`config.mk`:
```
export PLATFORM = sky130hd
export DESIGN_NAME = bfm_ahbtoapb_gen
export DESIGN_NICKNAME = d
export VERILOG_FILES = /design/src/rtl/bfm_ahbapb_pkg.sv /design/src/rtl/bfm_ahbapb_tocnt.sv /design/src/rtl/bfm_ahbtoapb_gen.sv
export SDC_FILE = /design/constraint.sdc
export NUM_CORES = 1
export LEC_CHECK = 0
export ABC_AREA = 1
export CORE_MARGIN = 3
export CORE_UTILIZATION = 35
export DETAILED_ROUTE_END_ITERATION = 8
export PLACE_DENSITY = 0.81
export SETUP_SLACK_MARGIN = 0.02
export SLEW_MARGIN = 20
export SYNTH_ARGS = -nofsm -noshare
export SYNTH_HDL_FRONTEND = slang
export SYNTH_SLANG_ARGS = --single-unit
```
`constraint.sdc`:
```
create_clock -name HCLK -period 3.11 [get_ports HCLK]
set_input_delay 0.7775 -clock HCLK [delete_from_list [all_inputs] [get_ports HCLK]]
set_output_delay 0.7775 -clock HCLK [all_outputs]
set_load 0.1 [all_outputs]
```
`src/rtl/bfm_ahbapb_pkg.sv`:
```
// Shared types and helpers for the parametrised AHB-Lite to APB bridge.
// Strobe/protection helpers are only consumed when BFM_AHBTOAPB_APB4_EN is set.
package bfm_ahbapb_pkg;

  typedef enum logic [2:0] {
    ST_IDLE,
    ST_SETUP,
    ST_ACCESS,
    ST_ERR1,
    ST_ERR2
  } state_t;

  localparam logic [1:0] HTRANS_IDLE   = 2'b00;
  localparam logic [1:0] HTRANS_BUSY   = 2'b01;
  localparam logic [1:0] HTRANS_NONSEQ = 2'b10;
  localparam logic [1:0] HTRANS_SEQ    = 2'b11;

  localparam logic [2:0] HSIZE_BYTE = 3'b000;
  localparam logic [2:0] HSIZE_HALF = 3'b001;

  function automatic logic [3:0] strb_gen(
    input logic       write,
    input logic [2:0] size,
    input logic [1:0] a
  );
    logic [3:0] s;
    s = 4'h0;
    if (write) begin
      case (size)
        HSIZE_BYTE: s = 4'b0001 << a;
        HSIZE_HALF: s = 4'b0011 << {a[1], 1'b0};
        default:    s = 4'hF;
      endcase
    end
    return s;
  endfunction

  // AHB HPROT[0]=data, [1]=privileged; APB PPROT[2]=instr, [0]=privileged
  function automatic logic [2:0] pprot_map(
    input logic [1:0] hprot
  );
    return {~hprot[0], 1'b1, hprot[1]};
  endfunction

endpackage

```
`src/rtl/bfm_ahbapb_tocnt.sv`:
```
// PREADY timeout counter for the bridge ACCESS phase.
// Counts low-PREADY cycles; expire flags the terminal cycle.
module bfm_ahbapb_tocnt #(
  parameter int TIMEOUT = 0
) (
  input  logic clk,
  input  logic rst,
  input  logic en,
  input  logic clr,
  output logic expire
);

  if (TIMEOUT == 0) begin : g_off
    logic unused;
    assign unused = ^{clk, rst, en, clr};
    assign expire = 1'b0;
  end else begin : g_on
    localparam int W = $clog2(TIMEOUT + 1);
    localparam logic [W-1:0] LAST = W'(TIMEOUT - 1);

    logic [W-1:0] cnt;

    always_ff @(posedge clk or posedge rst) begin
      if (rst) begin
        cnt <= '0;
      end else if (clr) begin
        cnt <= '0;
      end else if (en) begin
        cnt <= cnt + 1'b1;
      end
    end

    assign expire = en & (cnt == LAST);
  end

endmodule

```
`src/rtl/bfm_ahbtoapb_gen.sv`:
```
// Parametrised AHB-Lite slave to APB master bridge with error/timeout abort.
// Define BFM_AHBTOAPB_APB4_EN to add the APB4 PSTRB/PPROT outputs.
module bfm_ahbtoapb_gen
  import bfm_ahbapb_pkg::*;
#(
  parameter int NUM_SLAVES = 16,
  parameter int SEL_LSB    = 24,
  parameter int SEL_BITS   = 4,
  parameter int ADDR_W     = 32,
  parameter int TIMEOUT    = 0,
  parameter int TPD        = 1
) (
  input  logic                  HCLK,
  input  logic                  HRESET,
  input  logic                  HSEL,
  input  logic [ADDR_W-1:0]     HADDR,
  input  logic                  HWRITE,
  input  logic [1:0]            HTRANS,
  input  logic [2:0]            HSIZE,
  input  logic [2:0]            HBURST,
  input  logic [3:0]            HPROT,
  input  logic                  HREADYIN,
  input  logic                  HMASTLOCK,
  input  logic [31:0]           HWDATA,
  output logic [31:0]           HRDATA,
  output logic                  HREADYOUT,
  output logic                  HRESP,
  output logic [NUM_SLAVES-1:0] PSEL,
  output logic [ADDR_W-1:0]     PADDR,
  output logic                  PWRITE,
  output logic                  PENABLE,
  output logic [31:0]           PWDATA,
  input  logic [31:0]           PRDATA,
  input  logic                  PREADY,
  input  logic                  PSLVERR,
  output logic                  TOUT
`ifdef BFM_AHBTOAPB_APB4_EN
  ,
  output logic [3:0]            PSTRB,
  output logic [2:0]            PPROT
`endif
);

  state_t state;
  state_t nxt;

  logic [ADDR_W-1:0]     addr_q;
  logic                  write_q;
  logic [SEL_BITS-1:0]   idx_q;
  logic [31:0]           wdata_q;
  logic                  tout_q;
  logic [SEL_BITS-1:0]   idx;
  logic [31:0]           idx_ext;
  logic [NUM_SLAVES-1:0] sel_hot;
  logic                  accept;
  logic                  mapped;
  logic                  done;
  logic                  take;
  logic                  expire;
  logic                  in_access;

  assign accept    = HSEL & HREADYIN & HTRANS[1];
  assign idx       = HADDR[SEL_LSB +: SEL_BITS];
  assign idx_ext   = 32'(idx);
  assign mapped    = idx_ext < 32'(NUM_SLAVES);
  assign in_access = (state == ST_ACCESS);
  assign done      = in_access & PREADY & ~PSLVERR;
  assign take      = accept & ((state == ST_IDLE) |
                               (state == ST_ERR2) | done);
  assign sel_hot   = NUM_SLAVES'(1) << idx_q;

  bfm_ahbapb_tocnt #(
    .TIMEOUT (TIMEOUT)
  ) u_tocnt (
    .clk    (HCLK),
    .rst    (HRESET),
    .en     (in_access & ~PREADY),
    .clr    (~in_access),
    .expire (expire)
  );

  always_ff @(posedge HCLK or posedge HRESET) begin
    if (HRESET) begin
      state <= ST_IDLE;
    end else begin
      state <= nxt;
    end
  end

  always_comb begin
    nxt = state;
    case (state)
      ST_IDLE, ST_ERR2: begin
        if (accept) begin
          nxt = mapped ? ST_SETUP : ST_ERR1;
        end else begin
          nxt = ST_IDLE;
        end
      end
      ST_SETUP: nxt = ST_ACCESS;
      ST_ACCESS: begin
        // PREADY takes priority over a coincident timeout
        if (PREADY) begin
          if (PSLVERR) begin
            nxt = ST_ERR1;
          end else if (accept) begin
            nxt = mapped ? ST_SETUP : ST_ERR1;
          end else begin
            nxt = ST_IDLE;
          end
        end else if (expire) begin
          nxt = ST_ERR1;
        end
      end
      ST_ERR1: nxt = ST_ERR2;
      default: nxt = ST_IDLE;
    endcase
  end

  always_comb begin
    PSEL      = '0;
    PENABLE   = 1'b0;
    HREADYOUT = 1'b1;
    HRESP     = 1'b0;
    PWDATA    = wdata_q;
    HRDATA    = '0;
    case (state)
      ST_SETUP: begin
        PSEL      = sel_hot;
        HREADYOUT = 1'b0;
        PWDATA    = HWDATA;
      end
      ST_ACCESS: begin
        PSEL      = sel_hot;
        PENABLE   = 1'b1;
        HREADYOUT = PREADY & ~PSLVERR;
        HRDATA    = PRDATA;
      end
      ST_ERR1: begin
        HRESP     = 1'b1;
        HREADYOUT = 1'b0;
      end
      ST_ERR2: HRESP = 1'b1;
      default: ;
    endcase
  end

  always_ff @(posedge HCLK or posedge HRESET) begin
    if (HRESET) begin
      addr_q  <= '0;
      write_q <= 1'b0;
      idx_q   <= '0;
      wdata_q <= '0;
      tout_q  <= 1'b0;
    end else begin
      tout_q <= in_access & ~PREADY & expire;
      if (state == ST_SETUP) begin
        wdata_q <= HWDATA;
      end
      if (take) begin
        addr_q  <= HADDR;
        write_q <= HWRITE;
        idx_q   <= idx;
      end
    end
  end

  assign PADDR  = addr_q;
  assign PWRITE = write_q;
  assign TOUT   = tout_q;

`ifdef BFM_AHBTOAPB_APB4_EN
  logic [3:0] strb_q;
  logic [2:0] prot_q;

  always_ff @(posedge HCLK or posedge HRESET) begin
    if (HRESET) begin
      strb_q <= '0;
      prot_q <= '0;
    end else if (take) begin
      strb_q <= strb_gen(HWRITE, HSIZE, HADDR[1:0]);
      prot_q <= pprot_map(HPROT[1:0]);
    end
  end

  assign PSTRB = strb_q;
  assign PPROT = prot_q;

  logic unused;
  assign unused = ^{HMASTLOCK, HBURST, HTRANS[0],
                    HPROT[3:2], 32'(TPD)};
`else
  logic unused;
  assign unused = ^{HMASTLOCK, HBURST, HTRANS[0],
                    HSIZE, HPROT, 32'(TPD)};
`endif

endmodule
```
## After elaboration in Yosys (flattened, before gate mapping)

Index checks and enable logic that the tools add are counted.

| word-level totals | value |
|---|---|
| flip-flop bits (word level) | 72 |
| latch bits | 0 |
| RAM bits | 0 |
| memory bits (read-only) | 0 |
| input bits | 116 |
| memories kept | 0 |

| operators by class | value |
|---|---|
| add/sub/neg operators | 0 |
| $mul | 0 |
| divide/modulo/power cells | 0 |
| $lt $le $gt $ge | 1 |
| equality and inequality tests | 5 |
| shift-type cells | 1 |
| mux-type cells | 11 |
| bitwise operators | 9 |
| reductions and logical operators | 5 |

Operator list:

| operator | number |
|---|---|
| 2-to-1 mux 32 bit | 2 |
| 2-to-1 mux 16 bit | 1 |
| left shift 1 x 4 -> 16 bit, first input constant | 1 |
| case mux 3 bit (4 select lines) | 1 |
| OR reduction 2 bit | 4 |
| AND 1 bit | 6 |
| equality test 3 x 2 -> 1 bit, second input constant | 2 |
| 2-to-1 mux 2 bit | 3 |
| < comparator 4 x 5 -> 1 bit, second input constant | 1 |
| equality test 3 x 1 -> 1 bit, second input constant | 1 |
| equality test 3 bit, second input constant | 1 |
| logical NOT 3 bit | 1 |
| 2-to-1 mux 3 bit | 1 |
| 2-to-1 mux 1 bit | 2 |
| inequality test 2 bit, second input constant | 1 |
| bitwise OR 1 bit | 2 |
| case mux 1 bit (2 select lines) | 1 |
| NOT 1 bit | 1 |

## Logic depth before layout (Yosys ltp)

Gate-level depths: netlist of the first run.

| depth | value |
|---|---|
| depth after elaboration | 6 |
| gate-level depth with buffers | 7 |
| depth with buffers taken out | 6 |

## Hierarchy

A second synthesis of the first run with hierarchy kept.

| unflattened totals | value |
|---|---|
| cells, all modules | 428 |
| area total of the unflattened synthesis | 3424.5 µm² |

Modules (own cells, without submodules):

| module | times used | cells each | area each (µm²) | seq. area each (µm²) |
|---|---|---|---|---|
| bfm_ahbtoapb_gen | 1 | 426 | 3413.3 | 1726.7 |
| bfm_ahbapb_tocnt | 1 | 2 | 11.3 | 0.0 |

## Worst setup path after synthesis of the first run

OpenSTA, ideal clock, no wires.

| timing path | value |
|---|---|
| path type | register to output |
| from | register PADDR[27] (netlist name) |
| to | output port PSEL[12] |
| data arrival time | 3.600 ns |
| slack | -1.268 ns |
| stages on the path, launching flop included | 3 |
| buffers on the path | 0 |
| cell sequence | dfrtp_1 clkinv_1 nor3_1 |

RTL lines:

| item | RTL line | text |
|---|---|---|
| end, declared | bfm_ahbtoapb_gen.sv:28 | `output logic [NUM_SLAVES-1:0] PSEL,` |

## Worst setup path after layout of the first run

| timing path | value |
|---|---|
| from | register state[1] |
| to | output port PSEL[12] |

| on the way | value |
|---|---|
| word-level cells in the longest chain between the ends | 3 |
| elaborated cells on any way between the ends | 4 |
| classes of those cells | eq/ne: 2; mux: 1; reduce/logical: 1 |

RTL lines:

| item | RTL line | text |
|---|---|---|
| start, declared | bfm_ahbtoapb_gen.sv:44 | `state_t state;` |
| start signal, assigned | bfm_ahbtoapb_gen.sv:86 | `state <= nxt;` |
| equality test 3 x 2 -> 1 bit / equality test 3 x 1 -> 1 bit (equally long branches) | bfm_ahbtoapb_gen.sv:127 | `case (state)` |
| OR reduction 2 bit (no line) * | -- |  |
| 2-to-1 mux 16 bit * | bfm_ahbtoapb_gen.sv:127 |  |

Mark *: on every way between the ends. The rest lies on a longest branch, timed or not.

==> impl_results.md, run 1 <==
- Status: completed
- CTS tree: yes
- Leading cell type in the layout, fill and taps excluded: nand2_1
- CP endpoint kind: output pin
- Share of layout cells above drive strength 1: 0.250
- Crit-path max FO: 66
- Layout area overhead: 96.8%
- Cts repair resizes: 0
- Num CTS Buffers: 9
- Worst Hold End: PADDR[28]
- Tightest Hold Check Type: reg2reg
- Avg Cell Area, Syn: between 7 and 8 µm²
- Register area: roughly 0.0017 mm²
- FF-to-FF path depth: 7
- Yosys Warn Count: 0
- Nature of the critical path startpoint: register
- Ys async rst share: 1.00
- Maximum clock path buffer count: 2
- Nets: around 750
- Clock slew at reported path FFs: ~0.070 ns
- Vias per inst: between 4 and 5
- Reg-to-reg slack, setup: roughly 1.3 ns
- Core Footprint: 0.00893 mm²
- First-pass GRT wire length: 17,400 µm
- Post-synth EDFFs: 0
- Library cells used by synthesis: 24
- Fillers: approximately 660
- Placement Cell Area: ~0.0063 mm²
- Hold path cells: 2
- Via count: around 3,500
- Clock Sinks: 68
- Max Freq: roughly 360 MHz
- Setup-failing EPs final: 0
- Seq/Total Area, Yosys: 0.514
- Hold Fails Final Rpt: 0
- Slew Viols, Final: 0
- Commonest non-fill, non-tap cells in the layout: 113 x nand2_1, 103 x clkdlybuf4s50_1, 83 x buf_12, 79 x inv_1, 67 x dfrtp_1
- WL/cell: ~15 µm
- Setup bufs post-CTS: 0
- Vias in the first global route: ~3,500
- Yosys reg bits: just under 70
- Hold slack: between 0.4 and 0.5 ns
- Slew @ Worst Pin: between 0.5 and 0.6 ns
- RSZ-0062 raised after global routing: false
- CTS Hold Bufs: 0
- ANT cells: 0
- Worst-Skew Late Latency: around 0.33 ns
- Tcrit/Tclk final: 0.887
- Multi-input logic area: around 0.0012 mm²
- Clock Skew: 0.00734 ns
- Initial Util: 0.370
- Post-route ant nets: 0
- CP arrival: ~2 ns
- IO buf count: between 200 and 250
- Fin crit period: between 2 and 3 ns
- Root buf cell: clkbuf_8
- Rel. slew slack: 0.663
- Horiz. Die Dim: 103 µm
- Critical path class: reg2out
- DIE AREA: 0.0107 mm²
- Syn_nets: 539
- Overall routed net length: 11,400 µm
- Post-synth top flop: dfrtp_1
- Reg-to-Reg End: PADDR[5]
- Largest net degree at the start of global routing: 67
- Initial antenna violation count: 0
- Number of H-tree levels: 3
- DR iter-0 viols: 102
- MaxCap Viol Count: 0
- I/O pin cnt: 233
- Gate count after technology mapping: approximately 420
- RD Place Congestion: between 0.8 and 0.9
- Chip Height: between 100 and 150 µm
- Mapped cell area: 0.00331 mm²
- DRC: 0
- Finished Layout Cells: approximately 750
- Tot GR Track Use: 0.210
- DP HPWL: just over 9000 µm
- Worst Hold Launch: PADDR[28]
- Total grt overflow: 0
- Row cnt: 34
- Placed Cells incl. Taps: 734
- FF-to-FF Start: state[0]
- First-pass DRT Iterations: 4
- Critical Path RT: approximately 2.3 ns
- Final Instance Area: between 0.006 and 0.007 mm²
-- through the flow --
step                utilization  TNS, ns  setup WS (ns)
CTS                       0.729        0          0.307
floorplan                     -   -10.45         -0.728
global placement          0.708        0          0.479
global route              0.729        0          0.175
detailed placement        0.708        0          0.419
finish                    0.729        0          0.351
-- state kept, by name (all words and copies together) (netlist names) --
name	cells
PADDR	32
PWRITE	1
state	3
wdata_q	32
-- cell usage after synthesis (3+ instances only) --
cell     instances  area (µm²)
buf_4            3        22.5
nand2_1        113         424
buf_2           13        65.1
nand4_1         33         206
buf_6            6        67.6
inv_1           80         300
nand3_1         10        50.1
nor2_1          43         161
dfrtp_1         68        1700
nor3_1           4        20.0
o21ai_0         29         145
inv_2            4        15.0
o21ai_1          4        20.0
-- worst max-delay path, stage by stage, from the launching register on --
cell,delay [ns]
dfrtp_1,0.45
inv_2,0.10
nand3_2,0.09
buf_12,0.20
nand2_2,0.20
inv_2,0.14
nor3_2,0.25
buf_12,0.22
-- worst max-delay path by stage --
| stage | startpoint | endpoint | depth (start not counted) |
|---|---|---|---|
| 2_1_floorplan | state[1] | PWDATA[12] | 5 |
| 3_3_place_gp | HWDATA[17] | PWDATA[17] | 4 |
| 3_5_place_dp | HWDATA[18] | PWDATA[18] | 4 |
| 4_1_cts | state[1] | PSEL[12] | 7 |
| 5_1_grt | state[2] | PSEL[12] | 7 |
| 6_report | state[1] | PSEL[12] | 7 |
-- layer usage --
metal	vias up	GRT usage	routed length (µm)
li1	1725	-	-
met1	1610	0.250	4320
met2	118	0.385	6280
met3	12	0.0537	694
met4	0	0.0408	97
met5	-	0	0
-- final cells by class --
class,count,area share
Clock buffer,11,0.0217
Sequential cell,68,0.261
Inverter,85,0.0490
Tap cell,108,0.0207
Multi-Input combinational cell,247,0.180
Clock inverter,4,0.00768
Timing Repair Buffer,226,0.459
-- logic make-up after synthesis --
family,count (synthesis),synth area share
simple gates,210,0.281
flops,68,0.514
compound gates,36,0.0594
other cells,1,0.00113
buf+inv,108,0.144
Power of run 1 is left out: the tool's default activity adds up to more than one toggle a clock period on the data nets, which glitch-free logic cannot reach.
==> run 2: changes to the inputs <==
--- a/config.mk
+++ b/config.mk
@@ -11,7 +11,7 @@
 export DETAILED_ROUTE_END_ITERATION = 8
 export PLACE_DENSITY = 0.81
 export SETUP_SLACK_MARGIN = 0.02
-export SLEW_MARGIN = 20
+export SLEW_MARGIN = 0
 export SYNTH_ARGS = -nofsm -noshare
 export SYNTH_HDL_FRONTEND = slang
 export SYNTH_SLANG_ARGS = --single-unit
==> results of run 2 <==
Final layout, timing and power as in run 1 (identical DEF).
Power of run 2 is left out for the same reason.
==> patch: new RTL, flow settings as in run 1 <==
The option `BFM_AHBTOAPB_APB4_EN` is turned on by a define.
--- a/src/rtl/bfm_ahbtoapb_gen.sv
+++ b/src/rtl/bfm_ahbtoapb_gen.sv
@@ -2,2 +2,4 @@
 // Define BFM_AHBTOAPB_APB4_EN to add the APB4 PSTRB/PPROT outputs.
+`define BFM_AHBTOAPB_APB4_EN
+
 module bfm_ahbtoapb_gen
Function (old outputs only; new: PPROT and PSTRB): kept (equiv_simple and equiv_induct, registers matched by name and starting in step).
==> patch against run 1 <==
Area after synthesis rose by 3.1%; first-iteration DRC count fell by 5.9%; count of clock-buffer cells in the layout increased by 1; cell area is 5.6% higher; routed wire length up 6.3%; setup slack got worse by 100 ps; sequential cell count up 7.
Power is left out: the tool's default activity adds up to more than one toggle a clock period on the data nets, which glitch-free logic cannot reach.
==> patch: results <==
metrics = {
    "placement": {
        "gp_congestion": 0.7548,
        "port_buffers": 231,
        "dp_hpwl_mm": 9.918,
    },
    "timing": {
        "fin_worst_skew_ps": 12.63,
        "timing.hold.ws_ps": 484.6,
        "max_slew_margin": 0.5594,
    },
    "drt": {
        "num_vias": 3582,
        "first_iter_violations": 96,
        "wl_mm": 12.10,
    },
    "global_routing": {
        "grt_use_total": 0.2202,
        "grt_max_degree": 57,
        "first_global_vias": 3682,
        "use_met2": 0.4253,
        "use_met3": 0.05250,
        "grt_first_pass_wirelength_mm": 19.22,
    },
    "logic_synthesis": {
        "synth-seq-area-share": 0.5501,
        "synth.distinct_cells": 22,
        "synth_nets": 562,
        "synth-compound-area-share": 0.06454,
        "synth_common_cells": "nand2_1 (157), inv_1 (84), dfrtp_1 (75)",
        "ys_top_cells_by_area": "dfrtp_1 (55%), nand2_1 (17%), inv_1 (9.2%)",
    },
    "hold_path": {
        "hold_path_startpoint": "PADDR[18]",
        "worst_hold_path.endpoint": "PADDR[18]",
        "hold_path_class": "register to register",
    },
    "final_layout": {
        "nNetsFinal": 792,
        "drive_gt1_frac": 0.2423,
        "fillCellCount": 687,
        "diodes": 0,
    },
    "setup_path": {
        "ff2ff_path_depth": 4,
        "worstPathArrival_ps": 2090,
        "rr_endpoint": "wdata_q[7]",
        "worstReg2RegStart": "state[2]",
        "r2r_setup_slack_ps": 1490,
        "critical_path.max_fanout": 11,
        "critical_path.top_delay_family": "simple AND/OR/NAND/NOR gates",
        "cp_slowest_cell": "dfrtp_1",
    },
    "clock_network": {
        "numCtsBuffers": 9,
        "clk_pin_slew_ps": 70,
    },
    "status": {
        "outcome": "complete, no violations",
    },
}
patch: changes by cell type after synthesis, sizes merged, moves of 4 or more:
| cell | before | now |
|---|---|---|
| nand4 | 33 | 0 |
| o21ai | 33 | 40 |
| nor3 | 4 | 8 |
| or2 | 0 | 5 |
| inv | 84 | 88 |
| dfrtp | 68 | 75 |
| nand2 | 116 | 158 |
| buf | 22 | 15 |
| nor2 | 44 | 39 |
patch: worst register-to-register path, delay by kind of cell (launching register included):
family | cells | cell delay (ps)
compound gates | 1 | 430
buf+inv | 2 | 390
flops | 1 | 410
simple gates | 1 | 250
patch: area by class of cell:
type	count	area (um^2)	share of cell area
Clock inverter	4	72.57	0.01055
Inverter	88	330.3	0.04801
Multi-Input combinational cell	265	1184	0.1720
Tap cell	129	161.4	0.02346
Clock buffer	12	155.1	0.02255
Sequential cell	75	1877	0.2728
Timing Repair Buffer	237	3100	0.4506
patch: metal layers:
metal | vias to the layer above | share of wire
li1 | 1767 | -
met1 | 1676 | 0.35
met2 | 118 | 0.57
met3 | 21 | 0.050
met4 | 0 | 0.021
met5 | - | 0
patch: how the worst max path moves through the flow:
stage / start / endpoint / slack [ps] / cells after the start
floorplan: state[2] / PWDATA[0] / -720 / 5
global placement: HWDATA[8] / PWDATA[8] / 480 / 4
detailed placement: HWDATA[7] / PWDATA[7] / 450 / 4
CTS: state[2] / PSEL[11] / 220 / 6
global route: state[1] / PSEL[12] / 90 / 6
finish: state[2] / PSEL[11] / 250 / 6
patch: cells by family after synthesis:
group / after synthesis
AND/OR/NAND/NOR: 221
buffers and inverters: 106
flip-flops: 75
AO/OA/AOI/OAI: 43
other: 1
patch: stage by stage:
stage / util / cells / instance area (um^2) / setup TNS, ps / worst slack (ps)
after global routing: 0.7342 / 810 / 6880 / 0 / 93.83
after floorplan: - / 446 / 3481 / -7538 / -722.0
after CTS: 0.7342 / 810 / 6880 / 0 / 221.2
after detailed placement: 0.7099 / 794 / 6653 / 0 / 447.6
final: 0.7342 / 810 / 6880 / 0 / 246.8
after global placement: 0.7099 / 794 / 6653 / 0 / 478.2
